## config.mk

```make
export PLATFORM = sky130hd
export DESIGN_NAME = nubus_master_flat
export DESIGN_NICKNAME = d
export VERILOG_FILES = /design/src/rtl/nubus_pkg.sv /design/src/rtl/nubus_master_if.sv /design/src/rtl/nubus_timeout_cnt.sv /design/src/rtl/nubus_master.sv /design/src/flat_wrapper.sv
export SDC_FILE = /design/constraint.sdc
export NUM_CORES = 1
export LEC_CHECK = 0
export CAP_MARGIN = 20
export CORE_ASPECT_RATIO = 0.6
export CORE_MARGIN = 3
export CORE_UTILIZATION = 30
export DETAILED_ROUTE_END_ITERATION = 8
export DONT_BUFFER_PORTS = 1
export MAX_ROUTING_LAYER = met4
export PLACE_DENSITY_LB_ADDON = 0.1
export SYNTH_ARGS = -nofsm -noshare
export SYNTH_HDL_FRONTEND = slang
export SYNTH_SLANG_ARGS = --single-unit
```

## constraint.sdc

```tcl
create_clock -name nub_clkn -period 3.53 [get_ports nub_clkn]
set_clock_uncertainty 0.05 [all_clocks]
set_input_delay 0.353 -clock nub_clkn [delete_from_list [all_inputs] [get_ports nub_clkn]]
set_output_delay 0.353 -clock nub_clkn [all_outputs]
set_load 0.005 [all_outputs]
```

## src/rtl/nubus_pkg.sv

```systemverilog
// nubus_pkg: shared types for the NuBus master and slave sides.
// State encoding, status codes, output bundle and bus-free helper.
package nubus_pkg;

  localparam int NUBUS_TIMEOUT = 255;
  localparam int NUBUS_ARB_MIN = 2;

  typedef logic [1:0] tm_t;

  // {TM1*,TM0*} status returned with ACK*
  localparam tm_t TM_COMPLETE = 2'b00;
  localparam tm_t TM_ERROR    = 2'b01;
  localparam tm_t TM_RETRY    = 2'b10;
  localparam tm_t TM_TIMEOUT  = 2'b11;

  typedef enum logic [2:0] {
    ST_IDLE,
    ST_ARB,
    ST_ADDR,
    ST_DATA,
    ST_ATTN
  } nub_state_e;

  typedef struct packed {
    logic ready;
    logic done;
    tm_t  status;
    logic timeout;
    logic arbcy;
    logic adrcy;
    logic dtacy;
    logic owner;
    logic locked;
    logic tm1n;
    logic tm0n;
  } mst_out_t;

  localparam mst_out_t MST_OUT_RST = '{
    ready:   1'b1,
    done:    1'b0,
    status:  2'b00,
    timeout: 1'b0,
    arbcy:   1'b0,
    adrcy:   1'b0,
    dtacy:   1'b0,
    owner:   1'b0,
    locked:  1'b0,
    tm1n:    1'b1,
    tm0n:    1'b1
  };

  // No START* on the bus, or an ACK* is closing the tenure
  function automatic logic bus_free(
    input logic startn,
    input logic ackn
  );
    return (startn & ackn) | ~ackn;
  endfunction

endpackage

```

## src/rtl/nubus_master_if.sv

```systemverilog
// nubus_master_if: CPU request side, sampled NuBus lines
// and cycle indicators for the bus driver.
interface nubus_master_if;
  import nubus_pkg::*;

  logic cpu_valid;
  logic cpu_ready;
  logic cpu_lock;
  logic cpu_tm1n;
  logic cpu_tm0n;
  logic cpu_done;
  tm_t  cpu_status;
  logic cpu_timeout;

  logic nub_startn;
  logic nub_ackn;
  logic nub_tm1n;
  logic nub_tm0n;
  logic arb_won;

  logic mst_arbcy;
  logic mst_adrcy;
  logic mst_dtacy;
  logic mst_owner;
  logic mst_locked;
  logic mst_tm1n;
  logic mst_tm0n;

  modport master (
    input  cpu_valid, cpu_lock,
    input  cpu_tm1n, cpu_tm0n,
    output cpu_ready, cpu_done,
    output cpu_status, cpu_timeout,
    input  nub_startn, nub_ackn,
    input  nub_tm1n, nub_tm0n,
    input  arb_won,
    output mst_arbcy, mst_adrcy,
    output mst_dtacy, mst_owner,
    output mst_locked,
    output mst_tm1n, mst_tm0n
  );

  modport slave (
    output cpu_valid, cpu_lock,
    output cpu_tm1n, cpu_tm0n,
    input  cpu_ready, cpu_done,
    input  cpu_status, cpu_timeout,
    output nub_startn, nub_ackn,
    output nub_tm1n, nub_tm0n,
    output arb_won,
    input  mst_arbcy, mst_adrcy,
    input  mst_dtacy, mst_owner,
    input  mst_locked,
    input  mst_tm1n, mst_tm0n
  );

endinterface

```

## src/rtl/nubus_timeout_cnt.sv

```systemverilog
// nubus_timeout_cnt: load/decrement counter with terminal flag.
// Shared by the master and slave ACK* timeout logic.
module nubus_timeout_cnt #(
  parameter int W = 8
) (
  input  logic         clk,
  input  logic         rst_n,
  input  logic         load,
  input  logic         dec,
  input  logic [W-1:0] value,
  output logic         term
);

  logic [W-1:0] count;

  // Load wins over decrement; count holds at zero
  always_ff @(posedge clk) begin
    if (!rst_n)
      count <= '0;
    else if (load)
      count <= value;
    else if (dec && count != '0)
      count <= count - W'(1);
  end

  assign term = (count == '0);

endmodule

```

## src/rtl/nubus_master.sv

```systemverilog
// nubus_master: NuBus master transaction sequencer.
// IDLE -> ARB -> ADDR -> DATA -> (ATTN) -> IDLE, registered outputs.
module nubus_master
  import nubus_pkg::*;
#(
  parameter int TIMEOUT_CYCLES = NUBUS_TIMEOUT,
  parameter int ARB_MIN        = NUBUS_ARB_MIN
) (
  input  logic           nub_clkn,
  input  logic           nub_resetn,
  nubus_master_if.master bus
);

  localparam logic [7:0] TO_LOAD =
    8'(TIMEOUT_CYCLES - 1);
  localparam logic [7:0] ARB_LIM = 8'(ARB_MIN);

  nub_state_e state_q;
  nub_state_e state_d;
  mst_out_t   out_q;
  mst_out_t   out_d;
  logic [7:0] arb_cnt;

  logic accept;
  logic free;
  logic ack;
  logic arb_ok;
  logic to_term;

  assign accept = bus.cpu_valid & out_q.ready;
  assign free   = bus_free(bus.nub_startn,
                           bus.nub_ackn);
  assign ack    = ~bus.nub_ackn;
  assign arb_ok = (arb_cnt >= ARB_LIM)
                & bus.arb_won & free;

  nubus_timeout_cnt #(
    .W(8)
  ) u_tmo (
    .clk   (nub_clkn),
    .rst_n (nub_resetn),
    .load  (state_q == ST_ADDR),
    .dec   (state_q == ST_DATA),
    .value (TO_LOAD),
    .term  (to_term)
  );

  // State and registered output bundle
  always_ff @(posedge nub_clkn) begin
    if (!nub_resetn) begin
      state_q <= ST_IDLE;
      out_q   <= MST_OUT_RST;
    end else begin
      state_q <= state_d;
      out_q   <= out_d;
    end
  end

  // Arbitration dwell counter, saturating at ARB_MIN
  always_ff @(posedge nub_clkn) begin
    if (!nub_resetn)
      arb_cnt <= '0;
    else if (accept)
      arb_cnt <= '0;
    else if (state_q == ST_ARB
             && arb_cnt < ARB_LIM)
      arb_cnt <= arb_cnt + 8'd1;
  end

  // Next-state: ACK* is checked ahead of timeout
  always_comb begin
    state_d = state_q;
    unique case (state_q)
      ST_IDLE:
        if (accept) state_d = ST_ARB;
      ST_ARB:
        if (arb_ok) state_d = ST_ADDR;
      ST_ADDR:
        state_d = ST_DATA;
      ST_DATA:
        if (ack)
          state_d = out_q.locked ? ST_ATTN
                                 : ST_IDLE;
        else if (to_term)
          state_d = ST_IDLE;
      ST_ATTN:
        state_d = ST_IDLE;
      default:
        state_d = ST_IDLE;
    endcase
  end

  // Output values for the state being entered
  always_comb begin
    out_d       = out_q;
    out_d.ready = (state_d == ST_IDLE);
    out_d.done  = 1'b0;
    out_d.arbcy = 1'b0;
    out_d.adrcy = 1'b0;
    out_d.dtacy = 1'b0;
    out_d.owner = 1'b0;

    if (accept) begin
      out_d.locked  = bus.cpu_lock;
      out_d.tm1n    = bus.cpu_tm1n;
      out_d.tm0n    = bus.cpu_tm0n;
      out_d.timeout = 1'b0;
    end

    if (state_q == ST_DATA) begin
      if (ack) begin
        out_d.status  = {bus.nub_tm1n,
                         bus.nub_tm0n};
        out_d.timeout = 1'b0;
      end else if (to_term) begin
        out_d.status  = TM_TIMEOUT;
        out_d.timeout = 1'b1;
      end
    end

    if (state_q != ST_IDLE
        && state_d == ST_IDLE)
      out_d.done = 1'b1;

    if (state_d == ST_IDLE)
      out_d.locked = 1'b0;

    unique case (state_d)
      ST_ARB: begin
        out_d.arbcy = 1'b1;
      end
      ST_ADDR: begin
        out_d.owner = 1'b1;
        out_d.adrcy = 1'b1;
        out_d.arbcy = out_d.locked;
      end
      ST_DATA: begin
        out_d.owner = 1'b1;
        out_d.dtacy = 1'b1;
        out_d.arbcy = out_d.locked;
      end
      ST_ATTN: begin
        out_d.owner = 1'b1;
        out_d.arbcy = 1'b1;
        out_d.dtacy = 1'b1;
      end
      default: begin
        out_d.owner = 1'b0;
      end
    endcase
  end

  assign bus.cpu_ready   = out_q.ready;
  assign bus.cpu_done    = out_q.done;
  assign bus.cpu_status  = out_q.status;
  assign bus.cpu_timeout = out_q.timeout;
  assign bus.mst_arbcy   = out_q.arbcy;
  assign bus.mst_adrcy   = out_q.adrcy;
  assign bus.mst_dtacy   = out_q.dtacy;
  assign bus.mst_owner   = out_q.owner;
  assign bus.mst_locked  = out_q.locked;
  assign bus.mst_tm1n    = out_q.tm1n;
  assign bus.mst_tm0n    = out_q.tm0n;

endmodule

```

## src/flat_wrapper.sv

```systemverilog
// flat-port wrapper written by rule: the top's interface ports become plain ports
module nubus_master_flat import nubus_pkg::*;
#(
  parameter int TIMEOUT_CYCLES = NUBUS_TIMEOUT,
  parameter int ARB_MIN        = NUBUS_ARB_MIN
)
  (nub_clkn, nub_resetn, bus_cpu_valid, bus_cpu_lock, bus_cpu_tm1n, bus_cpu_tm0n, bus_cpu_ready, bus_cpu_done, bus_cpu_status, bus_cpu_timeout, bus_nub_startn, bus_nub_ackn, bus_nub_tm1n, bus_nub_tm0n, bus_arb_won, bus_mst_arbcy, bus_mst_adrcy, bus_mst_dtacy, bus_mst_owner, bus_mst_locked, bus_mst_tm1n, bus_mst_tm0n);
  nubus_master_if bus_i ();
  input  logic nub_clkn;
  input  logic nub_resetn;
  input wire logic [$bits(bus_i.cpu_valid)-1:0] bus_cpu_valid;
  input wire logic [$bits(bus_i.cpu_lock)-1:0] bus_cpu_lock;
  input wire logic [$bits(bus_i.cpu_tm1n)-1:0] bus_cpu_tm1n;
  input wire logic [$bits(bus_i.cpu_tm0n)-1:0] bus_cpu_tm0n;
  output wire logic [$bits(bus_i.cpu_ready)-1:0] bus_cpu_ready;
  output wire logic [$bits(bus_i.cpu_done)-1:0] bus_cpu_done;
  output wire logic [$bits(bus_i.cpu_status)-1:0] bus_cpu_status;
  output wire logic [$bits(bus_i.cpu_timeout)-1:0] bus_cpu_timeout;
  input wire logic [$bits(bus_i.nub_startn)-1:0] bus_nub_startn;
  input wire logic [$bits(bus_i.nub_ackn)-1:0] bus_nub_ackn;
  input wire logic [$bits(bus_i.nub_tm1n)-1:0] bus_nub_tm1n;
  input wire logic [$bits(bus_i.nub_tm0n)-1:0] bus_nub_tm0n;
  input wire logic [$bits(bus_i.arb_won)-1:0] bus_arb_won;
  output wire logic [$bits(bus_i.mst_arbcy)-1:0] bus_mst_arbcy;
  output wire logic [$bits(bus_i.mst_adrcy)-1:0] bus_mst_adrcy;
  output wire logic [$bits(bus_i.mst_dtacy)-1:0] bus_mst_dtacy;
  output wire logic [$bits(bus_i.mst_owner)-1:0] bus_mst_owner;
  output wire logic [$bits(bus_i.mst_locked)-1:0] bus_mst_locked;
  output wire logic [$bits(bus_i.mst_tm1n)-1:0] bus_mst_tm1n;
  output wire logic [$bits(bus_i.mst_tm0n)-1:0] bus_mst_tm0n;
  assign bus_i.cpu_valid = bus_cpu_valid;
  assign bus_i.cpu_lock = bus_cpu_lock;
  assign bus_i.cpu_tm1n = bus_cpu_tm1n;
  assign bus_i.cpu_tm0n = bus_cpu_tm0n;
  assign bus_cpu_ready = bus_i.cpu_ready;
  assign bus_cpu_done = bus_i.cpu_done;
  assign bus_cpu_status = bus_i.cpu_status;
  assign bus_cpu_timeout = bus_i.cpu_timeout;
  assign bus_i.nub_startn = bus_nub_startn;
  assign bus_i.nub_ackn = bus_nub_ackn;
  assign bus_i.nub_tm1n = bus_nub_tm1n;
  assign bus_i.nub_tm0n = bus_nub_tm0n;
  assign bus_i.arb_won = bus_arb_won;
  assign bus_mst_arbcy = bus_i.mst_arbcy;
  assign bus_mst_adrcy = bus_i.mst_adrcy;
  assign bus_mst_dtacy = bus_i.mst_dtacy;
  assign bus_mst_owner = bus_i.mst_owner;
  assign bus_mst_locked = bus_i.mst_locked;
  assign bus_mst_tm1n = bus_i.mst_tm1n;
  assign bus_mst_tm0n = bus_i.mst_tm0n;
  nubus_master #(.TIMEOUT_CYCLES(TIMEOUT_CYCLES), .ARB_MIN(ARB_MIN)) u_core (.nub_clkn(nub_clkn), .nub_resetn(nub_resetn), .bus(bus_i));
endmodule
```

### Word level (Yosys, flattened, before mapping)

Index checks and enable logic that the tools add are counted.

| operators by class | value |
|---|---|
| reduce and logical (&&, ||, !) cells | 16 |
| $add $sub $neg | 2 |
| mux-type cells | 19 |
| bitwise operators | 7 |
| magnitude comparators | 2 |
| eq/ne operators | 8 |

Operators by type and width:

| operator | number |
|---|---|
| $mux 3 | 8 |
| $mux 8 | 2 |
| $eq 3x2->1 const B | 4 |
| $pmux 3 s4 | 1 |
| $reduce_or 2->1 | 5 |
| $add 8x1->8 const B | 1 |
| $ge 8x2->1 const B | 1 |
| $logic_not 8->1 | 1 |
| $lt 8x2->1 const B | 1 |
| $reduce_bool 8->1 | 1 |
| $sub 8x1->8 const B | 1 |
| $mux 1 | 7 |
| $eq 3x1->1 const B | 2 |
| $logic_not 3->1 | 2 |
| $and 1x1->1 | 4 |
| $eq 3x3->1 const B | 1 |
| $logic_and 1x1->1 | 3 |
| $reduce_bool 3->1 | 1 |
| $reduce_or 3->1 | 1 |
| $ne 2x1->1 const B | 1 |
| $not 1->1 | 2 |
| $pmux 1 s2 | 1 |
| $reduce_and 2->1 | 1 |
| $reduce_bool 2->1 | 1 |
| $or 1x1->1 | 1 |

| storage, ports and cells | value |
|---|---|
| output and inout port bits | 12 |
| word-level logic and storage cells | 69 |
| register bits | 31 |

### Logic depth before layout (Yosys ltp)

| depth | value |
|---|---|
| depth in word-level cells | 8 |
| gate-level depth with buffers | 7 |
| gate-level depth less buffers | 6 |

### By module

Synthesis repeated with hierarchy kept, for this count alone.

| unflattened totals | value |
|---|---|
| cell total of the unflattened synthesis | 151 |
| area, all modules | 1430.1 um^2 |

By module, submodules not included:

| module | cells an instance | seq. area each (um^2) | times used | area an instance (um^2) |
|---|---|---|---|---|
| nubus_master | 93 | 460.4 | 1 | 922.1 |
| nubus_timeout_cnt | 58 | 160.2 | 1 | 508.0 |

### Least setup slack after synthesis

No wires, ideal clock.

| timing path | value |
|---|---|
| kind | register to register |
| start | register u_core.u_tmo.count[0] |
| end | register u_core.u_tmo.count[2] |
| required time | 3347 ps |
| arrival time | 1448 ps |
| cell stages (with the launch flop) | 8 |
| period minus slack after synthesis | 1631 ps |
| setup slack | 1899 ps |
| library setup time | 133 ps |
| cell sequence | dfxtp_1 > inv_1 > ha_1 > nor4b_2 > a21oi_1 > buf_6 > a211oi_1 > a311oi_1 |

| on the way | value |
|---|---|
| longest elaborated chain between the ends | 3 |

RTL lines:

| what | RTL line | text |
|---|---|---|
| start: declaration | nubus_timeout_cnt.sv:14 | `logic [W-1:0] count;` |
| start signal: assignment | nubus_timeout_cnt.sv:21 | `count <= value;` |
| start signal: assignment | nubus_timeout_cnt.sv:23 | `count <= count - W'(1);` |
| $sub 8x1->8 / $reduce_bool 8->1 (equally long branches) | nubus_timeout_cnt.sv:23, nubus_timeout_cnt.sv:22 |  |
| $mux 8 / $logic_and 1x1->1 (equally long branches) | nubus_timeout_cnt.sv:22 | `else if (dec && count != '0)` |
| $mux 8 / $reduce_bool 2->1 (equally long branches) | - |  |

Several ways; a longest one is shown, not always the timed one. The select of a mux whose other input is x is not followed.
A chain may end at the register's enable or synchronous reset.

### Worst setup path after layout

| timing path | value |
|---|---|
| start | register u_core.u_tmo.count[0] |
| end | register u_core.u_tmo.count[4] |

Same word-level chain as after synthesis.

==> results.py <==
metrics = {
    "pwr": {
        "cellPowerDensity_nw_per_um2": 479,
        "p_leak_nw": 0.581,
        "max-vdd-ir-drop_mv": 0.141,
        "power_w": 0.000701,
    },
    "place": {
        "dp_slack_ns": 1.42,
        "dp_hpwl_um": 2100,
        "io_buffer_count": 0,
        "place_congestion": 0.762,
    },
    "worst_setup_path": {
        "startpoint": "u_core.u_tmo.count[0]",
        "reg2reg_from": "u_core.u_tmo.count[0]",
        "worstSetupEndpointType": "register",
        "rr_worst_depth": 6,
        "path_class": "register to register",
        "r2r_setup_slack_ns": 1.36,
        "cp.arrival_ns": 2.31,
        "rr_endpoint": "u_core.u_tmo.count[4]",
        "startpoint_type": "register",
        "critPathCapture": "u_core.u_tmo.count[4]",
        "critPathMaxFanout": 11,
        "cp.required_ns": 3.66,
    },
    "synth": {
        "synth_area_um2": 1330,
        "ys_types": 38,
        "synth_most_common_cell": "dfxtp_1",
        "yosys-top-cells-count": "31 x dfxtp_1, 11 x nand2_1, 11 x nor2_1, 10 x a21oi_1, 7 x and3_1",
        "yosys_warnings": 0,
        "synthCells": 140,
        "synth_flop_cell": "dfxtp_1",
        "synth-edff-count": 0,
        "synth-seq-cells": 31,
        "synthArstFlopShare_pct": 0,
        "ys_seq_area_share_pct": 46.8,
        "synth_top_cell_area_share_pct": 46.8,
        "synth_area_leaders": "dfxtp_1 47%, a21oi_1 3.8%, a211oi_1 3.4%",
        "syn_area_per_cell_um2": 9.46,
        "yosysTopAreaCell": "dfxtp_1",
        "synth_fp_nets": 154,
    },
    "grt": {
        "grt_usage_pct": 12.3,
        "grt_max_degree": 16,
        "first_global_vias": 932,
        "overflow": 0,
        "grt_pass1_wl_um": 4750,
        "antenna_found_initial": 0,
    },
    "die": {
        "io-pin-count": 23,
        "core_um2": 4190,
        "die_h_um": 57.5,
        "die_x_um": 91.8,
        "dieArea_um2": 5280,
        "start_util_pct": 31.6,
        "num_rows": 18,
    },
    "clock_network": {
        "ctsHoldBuffers": 0,
        "cts-root-buf": "clkbuf_8",
        "cts.sink_count": 31,
        "post_cts_resized": 0,
        "clock_latency_ns": 0.28,
        "clock_path_buffers": 2,
        "cts_tree": "built",
        "cts-htree-levels": 2,
        "clk_pin_slew_worst_paths_ns": 0.06,
        "cts_setup_buffers": 0,
        "numCtsBuffers": 5,
    },
    "layout": {
        "area_growth_pct": 10.5,
        "n_antenna_cell": 0,
        "drive_gt1_share_pct": 12.1,
        "num-nets-final": 154,
    },
    "sta": {
        "rsz0062_at_grt": "false",
        "max_freq_ghz": 0.460,
        "hold_violations": 0,
        "tightestPinTransition_ns": 0.826,
        "fin_crit_sh_pct": 61.6,
        "timing.setup.tns_ns": 0,
        "finalSetupViolCount": 0,
        "max_slew_margin_pct": 44.9,
        "finalWorstSetupSlack_ns": 1.36,
        "slew_viol_final": 0,
        "period_needed_ns": 2.17,
    },
    "route": {
        "drc": 0,
        "wl_per_cell_um": 14.1,
        "via_per_inst": 5.00,
        "first_pass_iters": 4,
        "antenna_left": 0,
        "vias": 1006,
        "wl_um": 2840,
        "drtIter0Drc": 66,
    },
    "status": {
        "status": "complete, no violations",
    },
    "hold_path": {
        "worstHoldPathType": "input port to register",
        "hold_path.startpoint": "nub_resetn",
    },
    "flow_run": {
        "cap_violations": 0,
    },
}
==> cell type report <==
type,instances,area [µm²]
Sequential cell,31,621
Inverter,6,22.5
Tap cell,60,75.1
Fill cell,440,2730
Multi-Input combinational cell,96,646
Clock buffer,8,100
==> worst max-delay path: stages (launching register included) <==
cell and delay, ns:
dfxtp_1 0.39, inv_1 0.06, ha_1 0.27, nor4b_2 0.21, a21oi_1 0.66, a211oi_1 0.17, a311oi_1 0.29
==> metrics by stage <==
step / cell area, µm² / std cells / util [%] / hold WS, ns
6_report: 1460 / 201 / 34.9 / 0.0997
5_1_grt: 1460 / 201 / 34.9 / 0.0958
4_1_cts: 1460 / 201 / 34.9 / 0.0909
3_5_place_dp: 1360 / 193 / 32.6 / 0.381
3_3_place_gp: 1360 / 193 / 32.6 / 0.379
2_1_floorplan: 1330 / 140 / - / 0.392
==> where the power goes <==
group | switching [W] | total [W] | internal (W) | leakage [nW]
Combinational | 0.0000208 | 0.0000349 | 0.0000141 | 0.278
Sequential | 0.00000928 | 0.000367 | 0.000358 | 0.251
Clock | 0.000121 | 0.000299 | 0.000178 | 0.0515
Total | 0.000151 | 0.000701 | 0.000549 | 0.581
==> cell usage in the layout, fill, tap and decap left out, drive strengths merged <==
cell type	netlist	final
and3	7	7
ha	3	3
mux2i	3	3
or2	2	2
nand3b	1	1
o221a	2	2
xnor2	2	2
nand3	5	5
a21oi	10	10
a221oi	1	1
o21ai	2	2
nand2	11	11
a41oi	1	1
a31oi	1	1
clkbuf	4	8
nor3	7	7
nor4	3	3
and2	1	1
nor2	11	11
inv	6	6
dfxtp	31	31
o21ba	1	1
nor2b	1	1
o32a	1	1
o41ai	1	1
nor3b	3	3
o211ai	1	1
a21o	1	1
or4	2	2
a211oi	7	7
a311oi	4	4
nor4b	1	1
==> layer usage <==
layer	routed length [µm]	vias to the layer above	global-route usage (%)
met5	0	-	-
met4	14	0	4.44
met3	257	2	5.93
met2	978	35	13.1
met1	1590	453	18.5
li1	-	516	-
==> registers in the layout, indices dropped and copies added, names as in the netlist <==
name                    count
u_core.bus.cpu_status       2
u_core.bus.mst_dtacy        1
u_core.state_q              3
u_core.bus.mst_tm0n         1
u_core.bus.mst_locked       1
u_core.bus.mst_owner        1
u_core.bus.cpu_done         1
u_core.arb_cnt              8
u_core.u_tmo.count          8
u_core.bus.cpu_timeout      1
u_core.bus.mst_adrcy        1
u_core.bus.mst_arbcy        1
u_core.bus.cpu_ready        1
u_core.bus.mst_tm1n         1
==> how the worst min path moves through the flow <==
stage / endpoint / cells after the start
global placement: u_core.bus.mst_tm0n / 1
detailed placement: u_core.bus.mst_tm0n / 1
finish: u_core.bus.mst_tm0n / 1
CTS: u_core.bus.mst_tm0n / 1
global route: u_core.bus.mst_tm0n / 1
floorplan: u_core.arb_cnt[2] / 2
==> logic make-up (layout without fill, tap and decap cells) <==
kind of cell	after synthesis	in the layout	synth area share, %
xor gates and xnor gates	2	2	1.32
DFF	31	31	46.8
muxes	3	3	2.27
adders and majority gates	3	3	2.83
and+or+nand+nor	55	55	24.0
AOI/OAI and AO/OA	33	33	18.3
buffers and inverters	13	14	4.44
Power figures use the tool's default switching activity.
